===== config.mk =====
export PLATFORM = sky130hd
export DESIGN_NAME = mdv_mem_arbiter
export DESIGN_NICKNAME = d
export VERILOG_FILES = /design/src/rtl/mdv_mem_arbiter.sv
export SDC_FILE = /design/constraint.sdc
export NUM_CORES = 1
export LEC_CHECK = 0
export BUFFER_PORTS_ARGS = -buffer_cell sky130_fd_sc_hd__buf_4
export CAP_MARGIN = 20
export CELL_PAD_IN_SITES_DETAIL_PLACEMENT = 1
export CELL_PAD_IN_SITES_GLOBAL_PLACEMENT = 1
export CORE_MARGIN = 1
export CORE_UTILIZATION = 28
export DETAILED_ROUTE_END_ITERATION = 6
export GPL_TIMING_DRIVEN = 0
export PLACE_DENSITY_LB_ADDON = 0.08
export RECOVER_POWER = 25
export SLEW_MARGIN = 40
export SYNTH_ARGS = -nofsm -noshare
export SYNTH_HDL_FRONTEND = slang
export SYNTH_SLANG_ARGS = --single-unit

===== constraint.sdc =====
create_clock -name clk -period 1.9 [get_ports clk]
set_input_delay 0.095 -clock clk [delete_from_list [all_inputs] [get_ports clk]]
set_output_delay 0.095 -clock clk [all_outputs]
set_load 0.02 [all_outputs]

===== src/rtl/mdv_mem_arbiter.sv =====
// Arbitrates the shared SDRAM read port between the two microdrive emulators.
// One word read in flight at a time, issued only in non-video slots.
module mdv_mem_arbiter #(
   parameter int unsigned AW     = 25,
   parameter int unsigned DW     = 16,
   parameter int unsigned RD_LAT = 2
) (
   input  logic          clk,
   input  logic          reset,
   input  logic          mem_ena,
   input  logic          video_cyc,
   input  logic          pref,
   input  logic          req0,
   input  logic          req1,
   input  logic [AW-1:0] addr0,
   input  logic [AW-1:0] addr1,
   output logic          ack0,
   output logic          ack1,
   output logic          rvalid0,
   output logic          rvalid1,
   output logic [DW-1:0] rdata,
   output logic [AW-1:0] mem_addr,
   output logic          mem_rd,
   input  logic [DW-1:0] mem_din,
   output logic          busy
);

   localparam int unsigned CW = 3;
   localparam logic [CW-1:0] CNT_LAST = CW'(RD_LAT - 1);

   typedef enum logic [1:0] {
      S_IDLE,
      S_WAIT,
      S_CAPT
   } state_t;

   state_t          state, state_d;
   logic [CW-1:0]   cnt, cnt_d;
   logic            owner, owner_d;
   logic            contended, contended_d;
   logic            last, last_d;
   logic [1:0]      streak, streak_d;
   logic            win;
   logic            ack0_d, ack1_d, rvalid0_d, rvalid1_d, mem_rd_d, busy_d;
   logic [AW-1:0]   mem_addr_d;
   logic [DW-1:0]   rdata_d;

   // Next state and next registered outputs
   always_comb begin
      state_d     = state;
      cnt_d       = cnt;
      owner_d     = owner;
      contended_d = contended;
      last_d      = last;
      streak_d    = streak;
      ack0_d      = 1'b0;
      ack1_d      = 1'b0;
      rvalid0_d   = 1'b0;
      rvalid1_d   = 1'b0;
      mem_rd_d    = 1'b0;
      busy_d      = busy;
      mem_addr_d  = mem_addr;
      rdata_d     = rdata;
      win         = 1'b0;

      case (state)
         S_IDLE: begin
            // A requester that took two contended grants in a row yields to the other
            if (req0 && req1) begin
               win = (streak >= 2'd2) ? ~last : pref;
            end else begin
               win = req1;
            end
            if (mem_ena && !video_cyc && (req0 || req1)) begin
               mem_rd_d    = 1'b1;
               mem_addr_d  = win ? addr1 : addr0;
               ack0_d      = ~win;
               ack1_d      = win;
               owner_d     = win;
               contended_d = req0 & req1;
               cnt_d       = '0;
               busy_d      = 1'b1;
               state_d     = S_WAIT;
            end
         end
         S_WAIT: begin
            if (cnt == CNT_LAST) begin
               state_d = S_CAPT;
            end else begin
               cnt_d = cnt + CW'(1);
            end
         end
         S_CAPT: begin
            rdata_d   = mem_din;
            rvalid0_d = ~owner;
            rvalid1_d = owner;
            busy_d    = 1'b0;
            last_d    = owner;
            if (!contended) begin
               streak_d = 2'd0;
            end else if (owner == last) begin
               streak_d = (streak == 2'd3) ? streak : streak + 2'd1;
            end else begin
               streak_d = 2'd1;
            end
            state_d = S_IDLE;
         end
         default: state_d = S_IDLE;
      endcase
   end

   always_ff @(posedge clk) begin
      if (reset) begin
         state     <= S_IDLE;
         cnt       <= '0;
         owner     <= 1'b0;
         contended <= 1'b0;
         last      <= 1'b1;
         streak    <= 2'd0;
         ack0      <= 1'b0;
         ack1      <= 1'b0;
         rvalid0   <= 1'b0;
         rvalid1   <= 1'b0;
         mem_rd    <= 1'b0;
         busy      <= 1'b0;
         mem_addr  <= '0;
         rdata     <= '0;
      end else begin
         state     <= state_d;
         cnt       <= cnt_d;
         owner     <= owner_d;
         contended <= contended_d;
         last      <= last_d;
         streak    <= streak_d;
         ack0      <= ack0_d;
         ack1      <= ack1_d;
         rvalid0   <= rvalid0_d;
         rvalid1   <= rvalid1_d;
         mem_rd    <= mem_rd_d;
         busy      <= busy_d;
         mem_addr  <= mem_addr_d;
         rdata     <= rdata_d;
      end
   end

endmodule


==> key figures <==
Finish
  • Area Overhead vs Synth: 60.9%
  • Area of the multi-input gates: 1120 um^2
  • Share of cells above drive strength 1: 33.0%
  • Final antenna diode count: 0
  • Post-layout nets: 499
  • Fillers: 965
  • Final Util: 47.2%
  • Seq. cell area: 1140 um^2
  • Non-Filler Instances: 529

STA
  • Fin crit share: 95.7%
  • Final Critical Period: 1820 ps
  • Fmax: 0.550 GHz
  • Rel. slew slack: 61.8%
  • WHS: 10.6 ps
  • Final worst setup slack: 82.2 ps
  • Setup TNS Final: 0 ps
  • Slew @ Worst Pin: 573 ps
  • Final hold violations: 0
  • Slew Limit Fails: 0
  • Final Setup Violations: 0
  • Unrepaired setup endpoints after global routing: no
  • Fin Clk Skew: 7.96 ps

Placed design
  • DP Worst Slack: -178 ps
  • Post-Place Cells: 500
  • Routability cong.: 0.708
  • Post-DP HPWL: 5.28 mm
  • I/O Buffers: 118

Detailed routing
  • Drc violations: 0
  • Drt initial violations: 71
  • Final wirelength: 7.58 mm
  • Routed WL per cell: 14.3 um
  • Post-route ant nets: 0
  • Vias per Instance: 4.71
  • Vias: 2,490
  • DRT Pass-1 Iters: 4

Setup path
  • Worst path arrival time: 2010 ps
  • Critical path peak fanout: 7
  • Crit path required time: 2090 ps
  • Critical Path Start Type: flop
  • Setup Crit Path Kind: reg -> reg
  • CP Capture Type: flop

GRT
  • Number of antenna violations at the first check in global routing: 0
  • First-pass GRT wire length: 12.2 mm
  • GRT Total Usage: 18.3%
  • Pin count of the biggest net entering global routing: 11
  • GRT Residual Overflow: 0
  • Vias in the first global route: 2,548

Yosys
  • Area contributors post-synth: dfxtp_1 (50%), a21oi_1 (11%), nand2_1 (11%)
  • Post-Syn Area: 2290 um^2
  • Area share of the largest cell type after synthesis: 49.8%
  • Syn Area/Cell: 8.19 um^2
  • Seq/Total Area, Yosys: 49.8%
  • Count of cell types in the netlist: 28
  • Largest area contributor in the netlist: dfxtp_1
  • Net Count, Synth: 357
  • Yosys warns: 0
  • #FFs+latches synth: 57
  • Synth Instances: 280

Clock network
  • H-Tree Level Count: 3
  • Clock tree buffer depth: 2
  • Worst skew pair latency: 330 ps
  • Root buffer cell: clkbuf_8
  • CTS buffer count: 9
  • TritonCTS clock tree: built
  • Clock-pin slew on the worst setup and hold paths: 70 ps
  • Sink Count: 57

Die
  • Core area: 7810 um^2
  • DIE WIDTH: 92.5 um
  • Row count: 32
  • Initial core utilization: 29.4%
  • Die Ht: 92.5 um
  • Ports: 120
  • Die area: 8550 um^2

Status
  • Status: completed

Power and ir drop
  • Worst IR Drop VDD: 0.000421 V
  • Power Density: 819 nW/um^2
  • P_leak: 1.51 nW

Hold path
  • Worst hold path class: in -> reg

Job
  • Max Cap Violations: 0
power breakdown:
| group | total (mW) | leakage (nW) | switching (mW) | internal, mW |
|---|---|---|---|---|
| clock | 1.27 | 0.113 | 0.496 | 0.772 |
| sequential | 1.27 | 0.464 | 0.0276 | 1.24 |
| combinational | 0.479 | 0.935 | 0.242 | 0.237 |
cells in the mapped netlist (all sizes together):
cell,number
nand4b,1
nand2b,4
a21oi,49
nor3b,2
clkbuf,13
or2,2
o211ai,1
buf,8
xor2,1
dfxtp,57
and3,1
a211oi,25
ha,4
nor2b,2
o21a,1
or4b,1
a31oi,1
nand3b,1
nor3,4
nor4b,1
inv,2
o21ai,1
nand3,6
nor2,26
nand2,65
xnor2,1
layer usage:
| metal | track usage (%) | routed length, um |
|---|---|---|
| met5 | 0 | 0 |
| met4 | 7.03 | 95 |
| met3 | 3.61 | 432 |
| met2 | 29.6 | 3430 |
| met1 | 24.0 | 3610 |
path summary, 6_finish.rpt:
check / to / depth (start not counted) / from / slack (ps)
hold reg to reg: rdata[12]$_SDFFE_PP0P_ / 2 / rdata[12]$_SDFFE_PP0P_ / 450
setup reg to reg: mem_addr[8]$_SDFFE_PP0P_ / 6 / streak[1]$_SDFFE_PP0P_ / 80
setup / recovery: mem_addr[8]$_SDFFE_PP0P_ / 6 / streak[1]$_SDFFE_PP0P_ / 80
hold / removal: rdata[0]$_SDFFE_PP0P_ / 3 / mem_din[0] / 10
kinds of logic after synthesis:
family                   synth area share, %
XOR/XNOR                               0.764
AND/OR/NAND/NOR                         22.2
flip-flops                              49.8
AO/OA/AOI/OAI                           20.0
buffers and inverters                   5.02
adder cells (fa/ha/maj)                 2.18
state kept, by name, summed over array words and instances, names as in the netlist:
register,flops
cnt,3
busy,1
streak,2
mem_rd,1
rdata,16
mem_addr,25
ack0,1
contended,1
rvalid1,1
owner,1
last,1
ack1,1
state,2
rvalid0,1
layout by cell type, fill, tap and decap left out, types with 2 or more instances in the layout:
cell / instances
nor2b_1: 2
buf_8: 2
buf_4: 94
nor3b_1: 2
clkbuf_1: 38
or2_2: 2
inv_1: 2
nand3_1: 5
clkinv_2: 2
ha_1: 3
clkbuf_8: 10
nor3_1: 4
clkbuf_4: 2
a211oi_1: 24
dlygate4sd3_1: 11
clkbuf_2: 2
nor2_1: 26
buf_6: 2
bufinv_16: 2
a21oi_2: 11
nand2_1: 65
nand2b_1: 4
dfxtp_1: 56
a21oi_1: 37
final cells by class:
class                      count  area share (%)
sequential                    57            31.0
multi-input combinational    200            30.5
timing repair buffer         132            25.5
clock buffer                  11            3.83
tap                          102            3.46
buffer                        20            3.36
clock inverter                 5            2.14
inverter                       2           0.204
critical path, cell delays in order, from the launching register on:
cell and delay, ps:
dfxtp_1 360, ha_2 200, or4b_4 500, and3_4 210, buf_4 170, a21oi_1 150, a211oi_1 90
timing repair:
action / 4_1_cts / 5_1_grt
resized for setup: 20 / 14
buffers inserted: 2 / 0
hold buffers: 11 / 0
hold endpoints to repair: 11 / 0
cloned: 1 / 0
pin swaps: 2 / 2
setup endpoints to repair: 26 / 29
through the flow:
stage,area [um^2],total power [mW]
2_1_floorplan,2290,1.50
3_3_place_gp,3310,1.73
3_5_place_dp,3310,1.74
4_1_cts,3740,3.06
5_1_grt,3690,3.15
6_report,3690,3.02
Power figures use the tool's default switching activity.
